==> config.mk <==
export PLATFORM = sky130hd
export DESIGN_NAME = sccb_master_flat
export DESIGN_NICKNAME = d
export VERILOG_FILES = /design/src/rtl/sccb_if.sv /design/src/rtl/sccb_master.sv /design/src/flat_wrapper.sv
export SDC_FILE = /design/constraint.sdc
export NUM_CORES = 1
export LEC_CHECK = 0
export BUFFER_PORTS_ARGS = -buffer_cell sky130_fd_sc_hd__buf_2
export CAP_MARGIN = 30
export CORE_ASPECT_RATIO = 0.5
export CORE_UTILIZATION = 35
export CTS_BUF_LIST = sky130_fd_sc_hd__clkbuf_2 sky130_fd_sc_hd__clkbuf_4 sky130_fd_sc_hd__clkbuf_8
export DETAILED_ROUTE_END_ITERATION = 7
export PLACE_DENSITY = 0.56
export SYNTH_ARGS = -nofsm -noshare
export SYNTH_HDL_FRONTEND = slang
export SYNTH_SLANG_ARGS = --single-unit
==> constraint.sdc <==
create_clock -name clk50m -period 2.4 [get_ports clk50m]
set_clock_uncertainty 0.05 [all_clocks]
set_input_delay 0.36 -clock clk50m [delete_from_list [all_inputs] [get_ports clk50m]]
set_output_delay 0.36 -clock clk50m [all_outputs]
set_load 0.01 [all_outputs]
==> src/rtl/sccb_if.sv <==
// sccb_if: request/response handshake plus split SIOD pad (out/oe/in) for the SCCB master.
interface sccb_if;
  logic       start;
  logic       rw;
  logic [7:0] reg_addr;
  logic [7:0] wr_data;
  logic       busy;
  logic       done;
  logic [7:0] rd_data;
  logic       sioc;
  logic       siod_out;
  logic       siod_oe;
  logic       siod_in;
  modport master (
    input  start, rw, reg_addr, wr_data, siod_in,
    output busy, done, rd_data, sioc, siod_out, siod_oe
  );
  modport slave (
    output start, rw, reg_addr, wr_data, siod_in,
    input  busy, done, rd_data, sioc, siod_out, siod_oe
  );
endinterface

==> src/rtl/sccb_master.sv <==
// sccb_master: SCCB transaction engine with 3-phase writes and 2-phase-write + 2-phase-read register reads.
module sccb_master #(
  parameter int         QUARTER_CYCLES = 125,
  parameter logic [7:0] SLAVE_ID       = 8'h42,
  parameter int         GAP_CYCLES     = 1000
) (
  input logic    clk50m,
  input logic    rst,
  sccb_if.master bus
);
  localparam int CMAX = QUARTER_CYCLES > GAP_CYCLES ? QUARTER_CYCLES : GAP_CYCLES;
  localparam int CW   = $clog2(CMAX);
  typedef enum logic [2:0] {IDLE, START, BITS, STOP, GAP, DONE} state_t;
  state_t        state, state_n;
  logic [CW-1:0] cnt, cnt_n;
  logic [1:0]    q, q_n;
  logic [3:0]    bpos, bpos_n;
  logic [1:0]    byte_i, byte_i_n;
  logic          ph2, ph2_n;
  logic          rd_op;
  logic [7:0]    addr_r, data_r, shift, tx_byte;
  logic          q_end, gap_end, last_bit, rx, ack, bit_oe, bit_out;
  logic          sioc_n, out_n, oe_n;
  assign q_end    = cnt == CW'(QUARTER_CYCLES - 1);
  assign gap_end  = cnt == CW'(GAP_CYCLES - 1);
  assign last_bit = bpos == 4'd8 && byte_i == (rd_op ? 2'd1 : 2'd2);
  always_comb begin
    state_n  = state;
    cnt_n    = cnt;
    q_n      = q;
    bpos_n   = bpos;
    byte_i_n = byte_i;
    ph2_n    = ph2;
    case (state)
      IDLE: if (bus.start) begin
        state_n = START;
        ph2_n   = 1'b0;
      end
      START, BITS, STOP: begin
        cnt_n = q_end ? '0 : cnt + 1'b1;
        q_n   = q_end ? q + 2'd1 : q;
        if (q_end && q == 2'd3) begin
          if (state == START) begin
            state_n  = BITS;
            bpos_n   = '0;
            byte_i_n = '0;
          end else if (state == BITS) begin
            state_n  = last_bit ? STOP : BITS;
            bpos_n   = bpos == 4'd8 ? 4'd0 : bpos + 4'd1;
            byte_i_n = byte_i + {1'b0, bpos == 4'd8};
          end else
            state_n = GAP;
        end
      end
      GAP: begin
        cnt_n = gap_end ? '0 : cnt + 1'b1;
        if (gap_end) begin
          state_n = rd_op && !ph2 ? START : DONE;
          ph2_n   = rd_op;
        end
      end
      default: state_n = IDLE;
    endcase
    // pad values are decoded from the next state so they register together with it
    tx_byte = byte_i_n == 2'd0 ? SLAVE_ID | {7'd0, ph2_n} : byte_i_n == 2'd1 ? addr_r : data_r;
    rx      = ph2_n && byte_i_n == 2'd1;
    ack     = bpos_n == 4'd8;
    bit_oe  = ack ? rx : !rx;
    bit_out = ack | tx_byte[3'd7 - bpos_n[2:0]];
    sioc_n  = state_n == START ? q_n != 2'd3 :
              state_n == BITS  ? q_n == 2'd1 || q_n == 2'd2 :
              state_n == STOP  ? q_n != 2'd0 : 1'b1;
    out_n   = state_n == START ? q_n == 2'd0 :
              state_n == BITS  ? bit_out :
              state_n == STOP  ? q_n[1] : 1'b1;
    oe_n    = state_n == START ? 1'b1 :
              state_n == BITS  ? bit_oe :
              state_n == STOP  ? q_n != 2'd3 : 1'b0;
  end
  always_ff @(posedge clk50m) begin
    if (rst) begin
      state        <= IDLE;
      cnt          <= '0;
      q            <= '0;
      bpos         <= '0;
      byte_i       <= '0;
      ph2          <= 1'b0;
      rd_op        <= 1'b0;
      addr_r       <= '0;
      data_r       <= '0;
      shift        <= '0;
      bus.rd_data  <= '0;
      bus.busy     <= 1'b0;
      bus.done     <= 1'b0;
      bus.sioc     <= 1'b1;
      bus.siod_out <= 1'b1;
      bus.siod_oe  <= 1'b0;
    end else begin
      state        <= state_n;
      cnt          <= cnt_n;
      q            <= q_n;
      bpos         <= bpos_n;
      byte_i       <= byte_i_n;
      ph2          <= ph2_n;
      bus.busy     <= state_n != IDLE;
      bus.done     <= state_n == DONE;
      bus.sioc     <= sioc_n;
      bus.siod_out <= out_n;
      bus.siod_oe  <= oe_n;
      if (state == IDLE && bus.start) begin
        rd_op  <= bus.rw;
        addr_r <= bus.reg_addr;
        data_r <= bus.wr_data;
      end
      if (state == BITS && ph2 && byte_i == 2'd1 && bpos != 4'd8 && q == 2'd1 && q_end)
        shift <= {shift[6:0], bus.siod_in};
      if (state_n == DONE && rd_op)
        bus.rd_data <= shift;
    end
  end
endmodule
==> src/flat_wrapper.sv <==
// flat-port wrapper written by rule: the top's interface ports become plain ports
module sccb_master_flat 
#(
  parameter int         QUARTER_CYCLES = 125,
  parameter logic [7:0] SLAVE_ID       = 8'h42,
  parameter int         GAP_CYCLES     = 1000
)
  (clk50m, rst, bus_start, bus_rw, bus_reg_addr, bus_wr_data, bus_siod_in, bus_busy, bus_done, bus_rd_data, bus_sioc, bus_siod_out, bus_siod_oe);
  sccb_if bus_i ();
  input logic clk50m;
  input logic rst;
  input wire logic [$bits(bus_i.start)-1:0] bus_start;
  input wire logic [$bits(bus_i.rw)-1:0] bus_rw;
  input wire logic [$bits(bus_i.reg_addr)-1:0] bus_reg_addr;
  input wire logic [$bits(bus_i.wr_data)-1:0] bus_wr_data;
  input wire logic [$bits(bus_i.siod_in)-1:0] bus_siod_in;
  output wire logic [$bits(bus_i.busy)-1:0] bus_busy;
  output wire logic [$bits(bus_i.done)-1:0] bus_done;
  output wire logic [$bits(bus_i.rd_data)-1:0] bus_rd_data;
  output wire logic [$bits(bus_i.sioc)-1:0] bus_sioc;
  output wire logic [$bits(bus_i.siod_out)-1:0] bus_siod_out;
  output wire logic [$bits(bus_i.siod_oe)-1:0] bus_siod_oe;
  assign bus_i.start = bus_start;
  assign bus_i.rw = bus_rw;
  assign bus_i.reg_addr = bus_reg_addr;
  assign bus_i.wr_data = bus_wr_data;
  assign bus_i.siod_in = bus_siod_in;
  assign bus_busy = bus_i.busy;
  assign bus_done = bus_i.done;
  assign bus_rd_data = bus_i.rd_data;
  assign bus_sioc = bus_i.sioc;
  assign bus_siod_out = bus_i.siod_out;
  assign bus_siod_oe = bus_i.siod_oe;
  sccb_master #(.QUARTER_CYCLES(QUARTER_CYCLES), .SLAVE_ID(SLAVE_ID), .GAP_CYCLES(GAP_CYCLES)) u_core (.clk50m(clk50m), .rst(rst), .bus(bus_i));
endmodule
# After elaboration in Yosys (flattened, before gate mapping)
# Index checks and enable logic that the tools add are counted.
# W data, S select, Z words.
dict set report totals {
  regBits 60
}
dict set report classes {
  n_addsub 5
  n_lt_le_gt_ge 1
  n_eq_ne 21
  muxes 40
  bitwise 1
  reduce_logical 21
}
# op count
set op_table {}
lappend op_table {{$mux W10} 2}
lappend op_table {{$mux W4} 5}
lappend op_table {{$pmux W10 S2} 1}
lappend op_table {{$mux W3} 6}
lappend op_table {{$mux W8} 2}
lappend op_table {{$mux W1} 14}
lappend op_table {{$mux W2} 7}
lappend op_table {{$eq A3 B2 Y1 const B} 4}
lappend op_table {{$logic_and A1 B1 Y1} 11}
lappend op_table {{$add A10 B1 Y10 const B} 1}
lappend op_table {{$eq A10 B10 Y1 const B} 1}
lappend op_table {{$eq A10 B7 Y1 const B} 1}
lappend op_table {{$pmux W3 S3} 1}
lappend op_table {{$eq A2 B1 Y1 const B} 4}
lappend op_table {{$eq A4 B4 Y1 const B} 2}
lappend op_table {{$eq A3 B1 Y1 const B} 2}
lappend op_table {{$eq A3 B3 Y1 const B} 2}
lappend op_table {{$add A4 B1 Y4 const B} 1}
lappend op_table {{$eq A2 B2 Y1 const B} 2}
lappend op_table {{$logic_not A2 Y1} 2}
lappend op_table {{$lt A3 B4 Y1 const B} 1}
lappend op_table {{$ne A4 B4 Y1 const B} 1}
lappend op_table {{$reduce_bool A2 Y1} 2}
lappend op_table {{$bmux W1 S3} 1}
lappend op_table {{other kinds (12)} 13}

# Longest topological paths before layout
dict set report depth {
  word_depth 14
  mapped_depth 12
  depth_no_buf 12
}

# Worst setup path before layout
# OpenSTA, ideal clock, no wires.
dict set report synth_timing {
  path_kind {register -> register}
  start {register u_core.cnt[7]}
  end {register u_core.bus.sioc}
  setup_ns 0.117
  arrival_time_ns 2.318
  required_ns 2.233
  slack_ns -0.085
  stages_incl_launch_ff 11
  synth_period_minus_slack_ns 2.485
  cell_sequence {dfxtp_1 -> nand4bb_1 -> buf_2 -> or3_2 -> nor3_1 -> mux2i_1 -> ha_1 -> nor2_1 -> a21oi_1 -> o22ai_1 -> nand2b_1}
}
dict set report synth_via {
  elab_cells_between_ends 19
  classes_between {eq/ne (8); mux (8); reduce/logical (3)}
}
# element line_no
set synth_rtl {}
lappend synth_rtl {{start, declared} sccb_master.sv:15} ;# logic [CW-1:0] cnt, cnt_n;
lappend synth_rtl {{start signal, assigned} sccb_master.sv:100} ;# cnt <= cnt_n;
lappend synth_rtl {{$eq A10 B7 Y1 *} sccb_master.sv:24} ;# assign q_end = cnt == CW'(QUARTER_CYCLES - 1);
lappend synth_rtl {{$mux W2 *} sccb_master.sv:41} ;# q_n = q_end ? q + 2'd1 : q;
lappend synth_rtl {{$mux W2 *} sccb_master.sv:34} ;# case (state)
lappend synth_rtl {{net u_core.q_n[1]} sccb_master.sv:16} ;# logic [1:0] q, q_n;
lappend synth_rtl {{$reduce_bool A2 Y1, or another cell as far along} sccb_master.sv:72} ;# state_n == STOP ? q_n != 2'd0 : 1'b1;
lappend synth_rtl {{$mux W1 or $logic_or A1 B1 Y1 (tied branches)} {sccb_master.sv:72, sccb_master.sv:71}}
lappend synth_rtl {{$mux W1} sccb_master.sv:71} ;# state_n == BITS ? q_n == 2'd1 || q_n == 2'd2 :
lappend synth_rtl {{$mux W1 *} sccb_master.sv:70} ;# sioc_n = state_n == START ? q_n != 2'd3 :
lappend synth_rtl {{end signal, assigned} sccb_master.sv:107} ;# bus.sioc <= sioc_n;
lappend synth_rtl {{end, declared} sccb_if.sv:16} ;# output busy, done, rd_data, sioc, siod_out, siod_oe
# Mark *: on every way through the listed nets, which the timed path passes. The rest lies on a longest branch.
# A chain may end at the register's enable or synchronous reset.

# Final worst setup path
dict set report layout_timing {
  start {register u_core.cnt[1]}
  end {register u_core.bus.siod_out}
}
dict set report layout_via {
  elab_chain_cells 12
  elab_cells_between_ends 30
  classes_between {add/sub (1); eq/ne (7); mux (18); bitwise (1); reduce/logical (3)}
}
# element line_no
set layout_rtl {}
lappend layout_rtl {{$eq A10 B7 Y1} sccb_master.sv:24}
lappend layout_rtl {{$logic_and A1 B1 Y1} sccb_master.sv:42} ;# if (q_end && q == 2'd3) begin
lappend layout_rtl {{$mux W2} sccb_master.sv:42}
lappend layout_rtl {{$mux W2} sccb_master.sv:34}
lappend layout_rtl {{$eq A2 B1 Y1} sccb_master.sv:65} ;# tx_byte = byte_i_n == 2'd0 ? SLAVE_ID | {7'd0, ph2_n} : byte_i_n == 2'd1 ? addr_r : data_r;
lappend layout_rtl {{$mux W8 (2 in series)} sccb_master.sv:65}
lappend layout_rtl {{$bmux W1 S3} sccb_master.sv:69} ;# bit_out = ack | tx_byte[3'd7 - bpos_n[2:0]];
lappend layout_rtl {{$mux W1 (not written as such)} sccb_master.sv:69}
lappend layout_rtl {{$or A1 B1 Y1} sccb_master.sv:69}
lappend layout_rtl {{$mux W1} sccb_master.sv:74} ;# state_n == BITS ? bit_out :
lappend layout_rtl {{$mux W1 *} sccb_master.sv:73} ;# out_n = state_n == START ? q_n == 2'd0 :
lappend layout_rtl {{end signal, assigned} sccb_master.sv:108} ;# bus.siod_out <= out_n;
lappend layout_rtl {{end, declared} sccb_if.sv:16}
# Mark *: on every way between the ends. The rest lies on a longest branch, timed or not. The select of a mux whose other input is x is not followed.

==> qor.yml <==
status: "complete, but fails checks"
violations: "setup timing"
pin_count: 34
end_kind: "flop"
fin_nets: 458
path_clk_slew_ns: 0.08
grt_use_total: 0.1824
power.total_w: 0.002450
die_w_um: 132.3
start_kind: "flop"
finalWirelength_mm: 7.585
cts_tree: "yes"
drtPass1Iterations: 4
postCtsHoldBufs: 0
hold_class: "in2reg"
grt_max_degree: 32
placed_cell_area_mm2: 0.003590
crit_chain: "inv_2 > ha_4 > nand4b_4 > or4_4 > o311ai_4 > buf_6 > inv_1 > o22ai_1 > a22oi_1 > o2111ai_2 > a32oi_1"
die_area_mm2: 0.008878
drt_iter0_markers: 87
grt_antenna_before_repair: 0
clockBufferDepth: 2
tightest_slew_ns: 0.4730
stdcell_area_mm2: 0.004013
viasPerCell: 4.930
netlist-cell-type-count: 56
crit_slowest_cell: "or4_4"
p_leak_nw: 1.715
max_slew_margin: 0.6824
yosys_warnings: 0
port_buffers: 33
avgSynthCellArea_um2: 8.507
cts_root_buf: "clkbuf_8"
core.rowCount: 23
syn_inst: 349
slew_violations: 0
power.density_mw_per_mm2: 610.5
critPathMaxFanout: 6
start_util: 0.3659
cts_inserted_buffers: 9
via_count: 2692
dp_cells: 526
ant_nets: 0
min_period_ns: 2.520
place_congestion: 0.8340
num_antenna_cells: 0
max_freq_ghz: 0.3968
grt_pass1_vias: 2626
clkLatencyLatePin_ns: 0.35
overflow: 0
die_h_um: 67.13
drc_errors: 0
synth_area_mm2: 0.002969
synth_edf_count: 0
maxCapViolations: 0
hold_viol: 0
final_core_util: 0.4945
critPathKind: "reg2reg"
setup_viol: 1
async_flop_share: 0
synthesis.nets: 378
cts_htree_levels: 3
wl_per_cell_um: 13.89
critPathRequiredTime_ns: 2.59
irDropWorstVdd_uv: 393.7
arrival_ns: 2.71
cts.sink_count: 60
instances_no_fill: 546
coreArea_mm2: 0.008115
dp_hpwl_mm: 5.478
ys.flop_type: "dfxtp_1"
grt_setup_unrepaired: "true"
synth-seq-cells: 60
fin_ws_ns: -0.1204
grt_first_pass_wirelength_mm: 12.52
drive_gt1_frac: 0.3111
slowest_delay_ns: 0.55
synth-seq-area-share: 0.4046
post-route-period-util: 1.050
syn2layout_area_growth_pct: 35.15
r2r_setup_slack_ns: -0.12
## power by group
group / internal [W] / total [W] / switching, W / leakage, nW
clock: 0.000804 / 0.00125 / 0.000448 / 0.134
combinational: 0.0000692 / 0.000160 / 0.0000907 / 1.09
sequential: 0.00102 / 0.00104 / 0.0000177 / 0.488
total: 0.00189 / 0.00245 / 0.000556 / 1.72
## cells in the mapped netlist, types with 3 or more instances
master	n	area, um^2
nand3b_1	3	22.52
nor2_1	47	176.4
nand4_1	4	25.02
a221o_2	3	33.78
clkbuf_1	13	48.80
mux2i_1	18	180.2
dfxtp_1	60	1201
ha_1	8	100.1
nor4_1	3	18.77
nand2b_1	6	37.54
nand4bb_1	3	33.78
and3_1	5	31.28
nor2b_1	7	43.79
o22ai_1	5	31.28
o21ai_0	6	30.03
xor2_1	8	70.07
a21oi_1	24	120.1
a31oi_1	4	25.02
nor3_1	3	15.01
nand3_1	8	40.04
nand2_1	49	183.9
a22oi_1	3	22.52
inv_1	15	56.30
xnor2_1	5	43.79
## registers in the layout, summed over array words and instances (netlist names)
signal               cells
u_core.bus.rd_data       8
u_core.shift             8
u_core.ph2               1
u_core.q                 2
u_core.addr_r            8
u_core.byte_i            2
u_core.bus.done          1
u_core.bus.siod_out      1
u_core.bpos              4
u_core.data_r            8
u_core.state             3
u_core.bus.siod_oe       1
u_core.bus.busy          1
u_core.cnt              10
u_core.bus.sioc          1
u_core.rd_op             1
## critical path, delay by kind of cell (launching register included)
kind	cells	cell delay, ns
flip-flops	1	0.32
AND/OR/NAND/NOR	2	0.66
AO/OA/AOI/OAI	5	0.93
adder cells (fa/ha/maj)	1	0.14
buffers and inverters	3	0.30
## cell type report
cell class | instances | area, um^2
Multi-Input combinational cell | 260 | 1780
Clock buffer | 9 | 123.9
Sequential cell | 60 | 1205
Fill cell | 788 | 4103
Timing Repair Buffer | 83 | 560.5
Tap cell | 112 | 140.1
Clock inverter | 7 | 146.4
Inverter | 15 | 56.30
## metal layers
layer,GRT usage,vias to the layer above,wire [um]
li1,-,1378,-
met1,0.2264,1250,3659
met2,0.2937,54,3454
met3,0.06317,10,368
met4,0.07471,0,103
met5,0,-,0
## logic make-up (layout without fill, tap and decap cells)
group                      count (synthesis)  count (layout)  share of synthesized area
and+or+nand+nor                          158             158                     0.2689
AOI/OAI and AO/OA                         63              63                     0.1568
DFF                                       60              60                     0.4046
buffers and inverters                     29             114                    0.03708
muxes                                     18              18                    0.06068
xor gates and xnor gates                  13              13                    0.03835
adders and majority gates                  8               8                    0.03371
## final timing paths
check                                      from                              to  cells after the start
hold / removal                  bus_reg_addr[4]   u_core.addr_r[4]$_SDFFE_PP0P_                      3
setup reg to reg     u_core.cnt[1]$_SDFFE_PP0P_  u_core.bus.siod_out$_SDFF_PP1_                     11
hold reg to reg   u_core.addr_r[3]$_SDFFE_PP0P_   u_core.addr_r[3]$_SDFFE_PP0P_                      2
setup / recovery     u_core.cnt[1]$_SDFFE_PP0P_  u_core.bus.siod_out$_SDFF_PP1_                     11
## layout by cell type (no fill, tap or decap), types with 7 or more instances in the layout
cell,instances
a21oi_1,24
buf_2,33
buf_4,47
clkbuf_8,9
dfxtp_1,57
inv_1,13
mux2i_1,17
nand2_1,49
nand3_1,8
nor2_1,47
nor2b_1,7
xor2_1,8
## timing repair
action                     in CTS  in global routing
setup endpoints to repair       3                 15
pin swaps                       3                  9
resized for setup               6                 22
setup buffers                   2                  2
## stage by stage
stage / setup TNS, ns / worst slack [ns] / hold WS [ns]
floorplan: 0 / 0.006487 / 0.3825
global placement: -0.1125 / -0.09144 / 0.4021
detailed placement: -0.3577 / -0.1639 / 0.3996
CTS: -0.1458 / -0.08219 / 0.1697
global route: -0.2203 / -0.2078 / 0.1787
finish: -0.1204 / -0.1204 / 0.1920
Note: power is estimated with default switching activity, not from simulation.
